`src/rtl/swdisp_pkg.sv`:
```
// Shared types and constants for the switch-event display scheduler.
package swdisp_pkg;

   // hexdigit codes above 15 select special glyphs
   typedef logic [4:0] disp_code_t;

   localparam disp_code_t CODE_ALL   = 5'd16;
   localparam disp_code_t CODE_DASH  = 5'd17;
   localparam disp_code_t CODE_UNDER = 5'd18;
   localparam disp_code_t CODE_S     = 5'd19;
   localparam disp_code_t CODE_OFF   = 5'd20;

   typedef enum logic [0:0] {StIdle, StShow} state_e;

   // Round-robin pick: first set bit of req searching upward from last+1 (mod 4).
   // Walking k downward lets the smallest distance overwrite the others.
   function automatic logic [1:0] rr_pick(input logic [3:0] req, input logic [1:0] last);
      logic [1:0] idx;
      rr_pick = last;
      for (int k = 4; k >= 1; k--) begin
         idx = last + 2'(k);
         if (req[idx]) rr_pick = idx;
      end
   endfunction

endpackage

```
`src/rtl/sw_debounce.sv`:
```
// One switch: 2-FF synchronizer plus counter-based debounce.
// chg_o is a combinational pulse on the edge where stable_q takes the new level,
// so the parent can record the event on that very edge.
module sw_debounce #(
   parameter int unsigned DEB_CNT = 120000
) (
   input  logic clk,
   input  logic rst_n,
   input  logic sw_raw_i,
   output logic stable_o,
   output logic chg_o,
   output logic lvl_o
);

   localparam int unsigned CntW = $clog2(DEB_CNT);

   logic [1:0]      sync_q;
   logic            stable_q, stable_d;
   logic [CntW-1:0] cnt_q, cnt_d;
   logic            sync;

   assign sync = sync_q[1];

   // Synchronizer, counter and accepted level
   always_ff @(posedge clk or negedge rst_n) begin
      if (!rst_n) begin
         sync_q   <= '0;
         stable_q <= 1'b0;
         cnt_q    <= '0;
      end else begin
         sync_q   <= {sync_q[0], sw_raw_i};
         stable_q <= stable_d;
         cnt_q    <= cnt_d;
      end
   end

   // Count cycles of disagreement; accept after DEB_CNT of them in a row
   always_comb begin
      cnt_d    = cnt_q;
      stable_d = stable_q;
      chg_o    = 1'b0;
      if (sync == stable_q) begin
         cnt_d = '0;
      end else if (cnt_q == CntW'(DEB_CNT - 1)) begin
         stable_d = sync;
         cnt_d    = '0;
         chg_o    = 1'b1;
      end else begin
         cnt_d = cnt_q + CntW'(1);
      end
   end

   assign stable_o = stable_q;
   assign lvl_o    = sync;

endmodule

```
`src/rtl/swdisp_ctrl.sv`:
```
// Switch-event display scheduler: debounces four switches, drives the LEDs and
// time-shares the two-digit display between switch changes in round-robin order.
module swdisp_ctrl
   import swdisp_pkg::*;
#(
   parameter int unsigned DEB_CNT  = 120000,
   parameter int unsigned HOLD_CNT = 12000000
) (
   input  logic             clk,
   input  logic             rst_n,
   input  logic [3:0]       prswi,
   output logic [3:0]       prled,
   output disp_code_t       data_0,
   output disp_code_t       data_1,
   output logic             busy
);

   localparam int unsigned HoldW = $clog2(HOLD_CNT);

   logic [3:0]       stable, chg, new_lvl;
   state_e           state_q, state_d;
   logic [3:0]       pend_q, pend_d;
   logic [3:0]       lvl_q, lvl_d;
   logic [1:0]       idx_q, idx_d;
   logic             val_q, val_d;
   logic [1:0]       last_q, last_d;
   logic [HoldW-1:0] hold_q, hold_d;
   logic             busy_d;
   disp_code_t       data0_q, data0_d, data1_q, data1_d;
   logic             grant;
   logic [1:0]       winner;

   for (genvar i = 0; i < 4; i++) begin : g_deb
      sw_debounce #(
         .DEB_CNT (DEB_CNT)
      ) u_deb (
         .clk      (clk),
         .rst_n    (rst_n),
         .sw_raw_i (prswi[i]),
         .stable_o (stable[i]),
         .chg_o    (chg[i]),
         .lvl_o    (new_lvl[i])
      );
   end

   assign prled = stable;

   // Scheduler state and registered display outputs
   always_ff @(posedge clk or negedge rst_n) begin
      if (!rst_n) begin
         state_q <= StIdle;
         pend_q  <= '0;
         lvl_q   <= '0;
         idx_q   <= '0;
         val_q   <= 1'b0;
         last_q  <= 2'd3;
         hold_q  <= '0;
         busy    <= 1'b0;
         data0_q <= CODE_OFF;
         data1_q <= CODE_OFF;
      end else begin
         state_q <= state_d;
         pend_q  <= pend_d;
         lvl_q   <= lvl_d;
         idx_q   <= idx_d;
         val_q   <= val_d;
         last_q  <= last_d;
         hold_q  <= hold_d;
         busy    <= busy_d;
         data0_q <= data0_d;
         data1_q <= data1_d;
      end
   end

   // FSM next state, grants and pending-event bookkeeping
   always_comb begin
      state_d = state_q;
      pend_d  = pend_q;
      idx_d   = idx_q;
      val_d   = val_q;
      last_d  = last_q;
      hold_d  = hold_q;
      grant   = 1'b0;
      winner  = rr_pick(pend_q, last_q);

      unique case (state_q)
         StIdle: begin
            if (|pend_q) grant = 1'b1;
         end
         StShow: begin
            if (hold_q == HoldW'(HOLD_CNT - 1)) begin
               if (|pend_q) grant = 1'b1;
               else state_d = StIdle;
            end else begin
               hold_d = hold_q + HoldW'(1);
            end
         end
      endcase

      if (grant) begin
         state_d        = StShow;
         idx_d          = winner;
         val_d          = lvl_q[winner];
         last_d         = winner;
         hold_d         = '0;
         pend_d[winner] = 1'b0;
      end

      // A new change on the same edge overrides the grant's clear
      pend_d = pend_d | chg;
      lvl_d  = (lvl_q & ~chg) | (new_lvl & chg);
   end

   // Display codes: the event being shown, else a summary of the switch state
   always_comb begin
      busy_d  = (state_d == StShow);
      data0_d = CODE_OFF;
      data1_d = CODE_OFF;
      if (state_d == StShow) begin
         data1_d = {3'b000, idx_d};
         data0_d = {4'b0000, val_d};
      end else begin
         case (stable)
            4'b0001: begin data1_d = CODE_S; data0_d = 5'd0;  end
            4'b0010: begin data1_d = CODE_S; data0_d = 5'd1;  end
            4'b0100: begin data1_d = CODE_S; data0_d = 5'd2;  end
            4'b1000: begin data1_d = CODE_S; data0_d = 5'd3;  end
            4'b1111: begin data1_d = CODE_S; data0_d = 5'hA;  end
            default: begin data1_d = CODE_OFF; data0_d = CODE_OFF; end
         endcase
      end
   end

   assign data_0 = data0_q;
   assign data_1 = data1_q;

endmodule

```
`config.mk`:
```
export PLATFORM = sky130hd
export DESIGN_NAME = swdisp_ctrl
export DESIGN_NICKNAME = d
export VERILOG_FILES = /design/src/rtl/swdisp_pkg.sv /design/src/rtl/sw_debounce.sv /design/src/rtl/swdisp_ctrl.sv
export SDC_FILE = /design/constraint.sdc
export NUM_CORES = 1
export LEC_CHECK = 0
export ABC_AREA = 1
export BUFFER_PORTS_ARGS = -buffer_cell sky130_fd_sc_hd__buf_2
export CORE_UTILIZATION = 66
export DETAILED_ROUTE_END_ITERATION = 10
export PLACE_DENSITY = 0.83
export SLEW_MARGIN = 20
export SYNTH_ARGS = -nofsm -noshare
export SYNTH_HDL_FRONTEND = slang
export SYNTH_HIERARCHICAL = 1
export SYNTH_SLANG_ARGS = --single-unit
export TNS_END_PERCENT = 10
```
`constraint.sdc`:
```
create_clock -name clk -period 3.4 [get_ports clk]
set_clock_uncertainty 0.2 [all_clocks]
set_input_delay 0.17 -clock clk [delete_from_list [all_inputs] [get_ports clk]]
set_output_delay 0.17 -clock clk [all_outputs]
set_load 0.03 [all_outputs]
```
==> results.yml, run 1 <==
run_status:
  status: "finished clean"
placed_design:
  dp.final_hpwl_mm: 10.22
  io_buffer_count: 19
  gp_congestion: 0.9038
  dp_cells: 1013
  dp_slack_ns: 1.069
power_and_ir_drop:
  peakVddDrop_v: 0.0004753
  p_leak_uw: 0.003453
  p_clk_frac: 0.538
  p_per_area_nw_per_um2: 440.4
  seqPwrFrac: 0.436
  p_sw_frac: 0.2017
  totalPowerFinal_uw: 3517
  p_switching_uw: 709.5
  combPwrFrac: 0.026
  p_int_uw: 2807
critical_path:
  cpMaxStageDelayCell: "dfrtp_1"
  arrival_ns: 2.56
  critPathBufInv: 3
  crit_path_start_kind: "register"
  crit_type: "register to register"
  end_kind: "register"
  worst-endpoint-required_ns: 3.62
  crit_path_frequent_cell: "nand2_4"
  crit_chain: "ha_1 -> nand2_1 -> inv_1 -> nand2_2 -> inv_2 -> nand4_2 -> nand2_4 -> nand2_4 -> clkinv_2 -> o31ai_1"
  rrSetupSlack_ns: 1.06
  cp_top_family: "simple AND/OR/NAND/NOR gates"
  cp_max_fo: 20
  max_stage_delay_ns: 0.45
timing:
  finalSetupViolCount: 0
  worstMarginPinSlew_ns: 0.7980
  rsz0062_at_grt: "no"
  fin_crit_ns: 2.342
  layout_setup_ws_ns: 1.058
  finalCritPeriodShare: 0.6887
  fmax_ghz: 0.4271
  maxSlewHeadroom: 0.4680
  report.final.slew_viol_count: 0
  tns_ns: 0
  final_hold_viol_count: 0
routing:
  via_count: 5756
  viasPerCell: 5.487
  routed_wl_mm: 14.81
  dr.pass1.iters: 7
  drt-initial-drc-count: 417
  wl_per_cell_um: 14.11
  antenna_left: 0
  drc: 0
synthesis:
  synth_flop_cell: "dfrtp_1"
  ys_seq_area_frac: 0.4444
  synth_edf_count: 0
  syn_area_per_cell_um2: 8.219
  syn-cell-area_um2: 7109
  synth_top_cells_by_area: "dfrtp_1 43%, nand2_1 10%, xor2_1 6.3%, nor2_1 6.2%, inv_1 4.6%"
  synth.largest_area_cell: "dfrtp_1"
  synthArstFlopShare: 1.000
  ys_top_cells_by_count: "189 x nand2_1, 121 x dfrtp_1, 118 x nor2_1, 88 x inv_1, 51 x xor2_1"
  syn_nets: 876
  synth_cell_types: 45
  yosysWarnings: 6
  ys_ff_latch: 126
  synth.top_cell.area_share: 0.4259
  synthCells: 865
  synth_most_common_cell: "nand2_1"
cts:
  h-tree-depth: 4
  cts_sinks: 126
  cts-root-buf: "clkbuf_8"
  cts_tree: "built"
  postCtsSetupBuffers: 0
  numCtsBuffers: 17
  clk_pin_slew_ns: 0.06
  clockBufferDepth: 2
  postCtsResizedCells: 0
  clk_latency_ns: 0.53
layout:
  finalNonFillerCells: 1049
  final-seq-area_um2: 3159
  diodes: 0
  multiInputGateArea_um2: 3467
  nNetsFinal: 912
  fillers: 729
  drive_gt1_frac: 0.1873
  area_growth_pct: 12.32
die:
  rows: 37
  start_util: 0.6856
  fp.dieH_um: 105.8
  core_area_um2: 10370
  ioPinCount: 21
  die-width_um: 105.8
  die_area_um2: 11190
grt:
  grt_pass1_vias: 5562
  grt_max_degree: 63
  antenna_found_initial: 0
  grt_overflow: 0
  grt_use_total: 0.2904
  grt_pass1_wl_mm: 25.44
flow_run:
  drv_cap: 0
min_path:
  hold_path_class: "input pin to async pin"
-- cell type report --
| class | count | share of cell area |
|---|---|---|
| clock buffer | 25 | 0.06064 |
| multi-input combinational | 628 | 0.4342 |
| clock inverter | 6 | 0.01630 |
| tap | 136 | 0.02131 |
| timing repair buffer | 26 | 0.02194 |
| sequential | 126 | 0.3956 |
| inverter | 102 | 0.04998 |
-- per-stage QoR --
stage / utilization / area, um2 / hold WS, ns
2_1_floorplan: - / 7109 / -0.3256
3_3_place_gp: 0.7060 / 7321 / 0.07839
3_5_place_dp: 0.7060 / 7321 / 0.07932
4_1_cts: 0.7700 / 7985 / 0.06577
5_1_grt: 0.7700 / 7985 / 0.06976
6_report: 0.7700 / 7985 / 0.06985
-- power groups by stage --
stage	clock network, uW	logic, uW	registers, uW
global route	1980	107	1530
finish	1890	92.4	1530
global placement	0	85.5	1560
CTS	1910	95.2	1530
detailed placement	0	89.1	1560
floorplan	0	43.1	1560
-- cells by family (layout without fill, tap and decap cells) --
family / after synthesis / after routing / synth area share
AOI/OAI and AO/OA: 54 / 54 / 0.04752
xor gates and xnor gates: 59 / 59 / 0.07691
DFF: 126 / 126 / 0.4444
adders and majority gates: 5 / 5 / 0.008800
buffers and inverters: 111 / 159 / 0.06793
other: 1 / 1 / 0.0005275
and+or+nand+nor: 509 / 509 / 0.3539
-- layout by cell type, fill, tap and decap left out, types with 4 or more instances in the layout --
cell type / instances
nand4_1: 18
o21ai_0: 16
nor3_2: 4
nand3_2: 13
xnor2_1: 4
nand2_2: 16
nand2_4: 7
inv_1: 88
xnor2_2: 4
nor2_1: 118
o31ai_1: 8
nor3b_1: 5
xor2_1: 51
nor3_1: 29
clkbuf_16: 16
nand3b_1: 4
o21bai_2: 4
a21oi_1: 6
clkbuf_8: 5
dlygate4sd3_1: 5
clkbuf_1: 4
dfrtp_1: 121
o21ai_1: 12
dfstp_2: 5
buf_2: 18
inv_2: 11
nand2_1: 189
a21oi_2: 4
bufinv_16: 4
ha_1: 5
nand3_1: 50
nor2_4: 4
nor2_2: 41
-- flip-flops by register name, summed over array words and instances (netlist names), named ones only --
| name | count |
|---|---|
| state_q | 1 |
| val_q | 1 |
| hold_q | 24 |
| g_deb.u_deb/stable_o | 4 |
| pend_q | 4 |
| g_deb.u_deb/cnt_q | 68 |
| idx_q | 2 |
| data_0 | 4 |
| last_q | 2 |
| data_1 | 4 |
| g_deb.u_deb/sync_q | 8 |
-- metal layers --
metal,share of wire,GRT usage,wire (um),vias up
li1,-,-,-,2816
met5,0,0,0,-
met3,0.055,0.06988,821,40
met2,0.47,0.4608,7010,206
met4,0.025,0.1280,372,0
met1,0.45,0.3797,6601,2694
-- final timing paths --
check | startpoint | endpoint | cells after the start
worst min register to register | g_deb[2].u_deb/sync_q[0] | g_deb[2].u_deb/sync_q[1] | 0
worst min-delay path | rst_n | hold_q[14] | 2
min in group clk | prswi[3] | g_deb[3].u_deb/sync_q[0] | 2
max in group asynchronous | rst_n | last_q[0] | 3
worst max-delay path | hold_q[0] | hold_q[22] | 10
worst max register to register | hold_q[0] | hold_q[22] | 10
-- repair_timing --
item | 4_1_cts | 5_1_grt
endpoints found under the hold margin | 64 | 0
hold buffers | 5 | 0
endpoints found under the setup margin | 0 | 0
Power figures use the tool's default switching activity.
==> run 2: changes to the inputs <==
Settings changed: ABC_AREA 1 to 0, CORE_UTILIZATION 66 to 62, PLACE_DENSITY 0.83 to 0.79.
Clock period 3.4 ns to 2.4 ns, I/O delays scaled along.
==> results.yml, run 2 <==
run_status:
  status: "finished clean"
timing:
  finalCritPeriodShare: 0.9480
  finalSetupViolCount: 0
  rsz0062_at_grt: "no"
  fmax_ghz: 0.4395
  whs_ns: 0.04632
  report.final.slew_viol_count: 0
  tns_ns: 0
  worstMarginPinSlew_ns: 0.5429
  maxSlewHeadroom: 0.6381
  layout_setup_ws_ns: 0.1247
  final_hold_viol_count: 0
  fin_crit_ns: 2.275
synthesis:
  synth_top_family_by_area: "simple AND/OR/NAND/NOR gates"
  ys_ff_latch: 126
  synth_flop_cell: "dfrtp_1"
  synth.top_cell.area_share: 0.4941
  syn_nets: 604
  synth.largest_area_cell: "dfrtp_1"
  yosysWarnings: 6
  synth-simple-area-share: 0.2464
  synth-compound-area-share: 0.05941
  synth_top_cells_by_area: "dfrtp_1 49%, xnor2_1 6.4%, nor2_1 5.5%, nand4_1 4.3%, xor2_1 3.4%"
  syn_area_per_cell_um2: 10.33
  ys_seq_area_frac: 0.5155
  synth-xor-area-share: 0.09861
  synth_mux_area_frac: 0.03634
  synthArstFlopShare: 1.000
  synth_edf_count: 0
  synthAdderAreaFrac: 0.01021
  ys_top_cells_by_count: "121 x dfrtp_1, 90 x nor2_1, 45 x xnor2_1, 43 x nand2_1, 42 x nand4_1"
  syn-cell-area_um2: 6128
  synthCells: 593
  synth_cell_types: 50
  synth_most_common_cell: "dfrtp_1"
routing:
  antenna_left: 0
  viasPerCell: 5.751
  drt-initial-drc-count: 208
  via_count: 4434
  wl_per_cell_um: 15.48
  dr.pass1.iters: 4
  routed_wl_mm: 11.94
  drc: 0
grt:
  grt_pass1_wl_mm: 20.39
  antenna_found_initial: 0
  grt_max_degree: 70
  grt_use_total: 0.2597
  grt_overflow: 0
  grt_pass1_vias: 4366
cts:
  clk_pin_slew_ns: 0.06
  postCtsSetupBuffers: 0
  cts-root-buf: "clkbuf_8"
  cts_sinks: 126
  cts_tree: "built"
  clockBufferDepth: 2
  clk_latency_ns: 0.52
  h-tree-depth: 4
  numCtsBuffers: 17
die:
  core_area_um2: 9415
  fp.dieH_um: 101.4
  ioPinCount: 21
  start_util: 0.6509
  rows: 35
  die-width_um: 101.4
  die_area_um2: 10290
layout:
  final_cell_mix: "121 x dfrtp_1, 90 x nor2_1, 45 x xnor2_1"
  nNetsFinal: 640
  largest_reg_flops: 68
  drive_gt1_frac: 0.1542
  diodes: 0
  largest_register: "g_deb.u_deb/cnt_q"
  final_common_cell: "dfrtp_1"
  reg_top3: "g_deb.u_deb/cnt_q (68), hold_q (24), g_deb.u_deb/sync_q (8)"
  utilization: 0.7454
  area_growth_pct: 14.52
placed_design:
  io_buffer_count: 19
  gp_congestion: 0.8687
  dp.final_hpwl_mm: 8.011
  dp_slack_ns: 0.1701
min_path:
  worstHoldStart: "prswi[2]"
  hold_path_class: "input pin to register"
  min_path_cells: 2
  whs_endpoint: "g_deb[2].u_deb/sync_q[0]"
power_and_ir_drop:
  p_per_area_nw_per_um2: 680.1
  p_leak_uw: 0.003009
  combPwrFrac: 0.027
  p_sw_frac: 0.2194
  p_switching_uw: 1047
  p_clk_frac: 0.516
  seqPwrFrac: 0.457
  peakVddDrop_v: 0.0009099
  p_int_uw: 3726
critical_path:
  crit_path_start_kind: "register"
  arrival_ns: 2.47
  rr_startpoint: "g_deb[3].u_deb/cnt_q[0]"
  rrSetupSlack_ns: 0.12
  crit_type: "register to register"
  end_kind: "register"
  worst-endpoint-required_ns: 2.60
  cp_max_fo: 6
  worstRegToRegCells: 6
flow_run:
  drv_cap: 0
-- run 2: final cells by class --
| cell class | instances | area [um2] |
|---|---|---|
| clock buffers | 19 | 441.7 |
| clock inverters | 13 | 140.1 |
| fillers | 658 | 2397 |
| inverters | 17 | 63.81 |
| multi-input cells | 430 | 2779 |
| flip-flops and latches | 126 | 3159 |
| well taps | 129 | 161.4 |
| repair buffers | 37 | 272.8 |
-- run 2: power by group through the flow --
stage | registers (uW) | logic (uW) | clock network, uW
final | 2180 | 131 | 2460
after CTS | 2180 | 134 | 2510
after floorplan | 2210 | 59.5 | 0
after detailed placement | 2210 | 120 | 0
after global routing | 2180 | 151 | 2640
after global placement | 2210 | 116 | 0
-- run 2: what timing repair did --
action,4_1_cts,5_1_grt
gates resized for setup,0,2
hold buffers,7,0
hold endpoints to repair,127,0
setup endpoints to repair,0,2
-- run 2: through the flow --
step	power, uW	cell area, um2	cells
2_1_floorplan	2268	6128	593
3_3_place_gp	2329	6345	732
3_5_place_dp	2335	6345	732
4_1_cts	4827	7007	771
5_1_grt	4968	7018	771
6_report	4773	7018	771
-- run 2: worst max-delay path by stage --
stage	from	end	slack, ns	depth (start not counted)
2_1_floorplan	g_deb[3].u_deb/cnt_q[0]	register	0.40	6
4_1_cts	g_deb[3].u_deb/cnt_q[0]	register	0.01	6
6_report	g_deb[3].u_deb/cnt_q[0]	register	0.12	6
5_1_grt	g_deb[3].u_deb/cnt_q[0]	register	0.05	6
3_3_place_gp	g_deb[3].u_deb/cnt_q[0]	register	0.25	6
3_5_place_dp	g_deb[3].u_deb/cnt_q[0]	register	0.17	6
-- run 2: kinds of logic after synthesis --
kind of cell / Yosys count
xor gates and xnor gates: 69
buffers and inverters: 37
and+or+nand+nor: 289
DFF: 126
other: 1
muxes: 21
adders and majority gates: 5
AOI/OAI and AO/OA: 45
-- run 2: critical path: stages, from the launching register on --
cell	delay, ns
dfrtp_1	0.46
ha_1	0.27
and4_4	0.26
nand3_2	0.11
nor3_2	0.28
and2_1	0.22
mux2_2	0.35
-- run 2: routing by layer --
metal	share of wire	GRT usage
met1	0.45	0.3332
met2	0.49	0.4186
met3	0.043	0.08213
met4	0.0095	0.09142
met5	0	0
==> run 3: changes to the inputs <==
Settings changed: CORE_UTILIZATION 62 to 52, CTS_CLUSTER_DIAMETER set to 150, PLACE_DENSITY 0.79 to 0.68.
==> results.yml, run 3 (same netlist as run 2, synthesis figures left out) <==
layout:
  reg_top3: "g_deb.u_deb/cnt_q (68), hold_q (24), g_deb.u_deb/sync_q (8)"
  drive_gt1_frac: 0.1402
  largest_register: "g_deb.u_deb/cnt_q"
  fin_area_um2: 7063
  final_cell_mix: "121 x dfrtp_1, 90 x nor2_1, 45 x xnor2_1"
  largest_reg_flops: 68
  nNetsFinal: 640
  area_growth_pct: 15.25
  diodes: 0
  final_common_cell: "dfrtp_1"
critical_path:
  end_kind: "register"
  worst-endpoint-required_ns: 2.49
  crit_path_start_kind: "register"
  crit_type: "register to register"
  cp_max_fo: 6
  arrival_ns: 2.30
min_path:
  hold_path_class: "input pin to register"
power_and_ir_drop:
  p_leak_uw: 0.003025
  p_int_uw: 3987
  peakVddDrop_v: 0.0009257
  p_sw_frac: 0.1960
  p_clk_frac: 0.535
  totalPowerFinal_uw: 4959
  p_switching_uw: 971.9
  p_per_area_nw_per_um2: 702.1
  seqPwrFrac: 0.440
  combPwrFrac: 0.026
placed_design:
  dp.final_hpwl_mm: 7.925
  dp_slack_ns: 0.1460
  place_area_um2: 6375
  io_buffer_count: 19
  gp_congestion: 0.8360
routing:
  viasPerCell: 5.669
  antenna_left: 0
  drc: 0
  routed_wl_mm: 11.65
  dr.pass1.iters: 4
  wl_per_cell_um: 14.84
  drt-initial-drc-count: 265
  via_count: 4450
die:
  ioPinCount: 21
  start_util: 0.5344
  die_area_um2: 12220
  core_area_um2: 11470
  rows: 39
  die-width_um: 110.6
  fp.dieH_um: 110.6
cts:
  cts_sinks: 126
  clk_pin_slew_ns: 0.05
  clockBufferDepth: 2
  cts_tree: "built"
  cts-root-buf: "clkbuf_16"
  numCtsBuffers: 17
  h-tree-depth: 4
  clk_latency_ns: 0.41
timing:
  tns_ns: 0
  finalSetupViolCount: 0
  report.final.slew_viol_count: 0
  layout_setup_ws_ns: 0.1941
  rsz0062_at_grt: "no"
  final_hold_viol_count: 0
  finalCritPeriodShare: 0.9191
  maxSlewHeadroom: 0.6626
  worstMarginPinSlew_ns: 0.5044
  fin_crit_ns: 2.206
  fmax_ghz: 0.4533
  whs_ns: 0.1441
grt:
  grt_use_total: 0.2117
  grt_max_degree: 52
  grt_pass1_wl_mm: 20.93
  antenna_found_initial: 0
  grt_overflow: 0
  grt_pass1_vias: 4480
run_status:
  status: "finished clean"
flow_run:
  drv_cap: 0
==> run 3: cell count changes in the layout (fill, tap and decap cells not counted) <==
cell           change
clkinv_4           -3
clkinvlp_4         -3
clkbuf_16          +1
nor3_2             -1
clkbuf_1           +7
clkinv_2           -2
buf_4              -1
clkbuf_8           -1
nor3_1             +1
bufinv_16          +2
dlygate4sd3_1      +1
inv_6              -1
==> run 3: cell type report <==
cell class                      instances  area, um2
Clock inverter                          6      132.6
Tap cell                              143      178.9
Clock buffer                           26      479.2
Inverter                               17      63.81
Fill cell                             908       4404
Multi-Input combinational cell        430       2774
Timing Repair Buffer                   37      275.3
Sequential cell                       126       3159
==> run 3: path summary, 6_finish.rpt <==
check,cells after the start,from,to,slack [ns]
hold / removal,2,prswi[2],g_deb[2].u_deb/sync_q[0],0.14
setup reg to reg,6,g_deb[2].u_deb/cnt_q[0],register,0.19
max in group asynchronous,4,rst_n,hold_q[7],0.29
min in group asynchronous,3,rst_n,hold_q[18],0.49
hold reg to reg,0,g_deb[3].u_deb/sync_q[0],g_deb[3].u_deb/sync_q[1],0.15
setup / recovery,6,g_deb[2].u_deb/cnt_q[0],register,0.19
==> run 3: metal layers <==
metal | wire length [um] | track usage | vias to the layer above
li1 | - | - | 2163
met1 | 5424 | 0.2802 | 2189
met2 | 5577 | 0.3337 | 87
met3 | 493 | 0.06147 | 11
met4 | 157 | 0.07200 | 0
met5 | 0 | 0 | -
==> run 3: critical path, cell delays in order, from the launching register on <==
cell	delay, ns
dfrtp_1	0.42
ha_1	0.26
and4_4	0.26
nand3_2	0.10
nor3_1	0.30
and2_1	0.21
mux2_2	0.33
==> run 3: power by group through the flow <==
| stage | Clock (uW) | Combinational, uW | Sequential, uW |
|---|---|---|---|
| after floorplan | 0 | 59.5 | 2210 |
| after global placement | 0 | 121 | 2210 |
| after detailed placement | 0 | 123 | 2210 |
| after CTS | 2710 | 134 | 2180 |
| after global routing | 2800 | 152 | 2180 |
| final | 2650 | 129 | 2180 |
==> run 3: stage by stage <==
step	util	cells
6_report	0.6159	785
5_1_grt	0.6159	785
4_1_cts	0.6154	785
3_5_place_dp	0.5559	746
3_3_place_gp	0.5559	746
2_1_floorplan	-	593
==> run 3: what timing repair did <==
item / 4_1_cts / 5_1_grt
setup endpoints to repair: 0 / 2
hold buffers: 7 / 0
resized for setup: 0 / 1
setup buffers: 0 / 0
endpoints found under the hold margin: 125 / 0
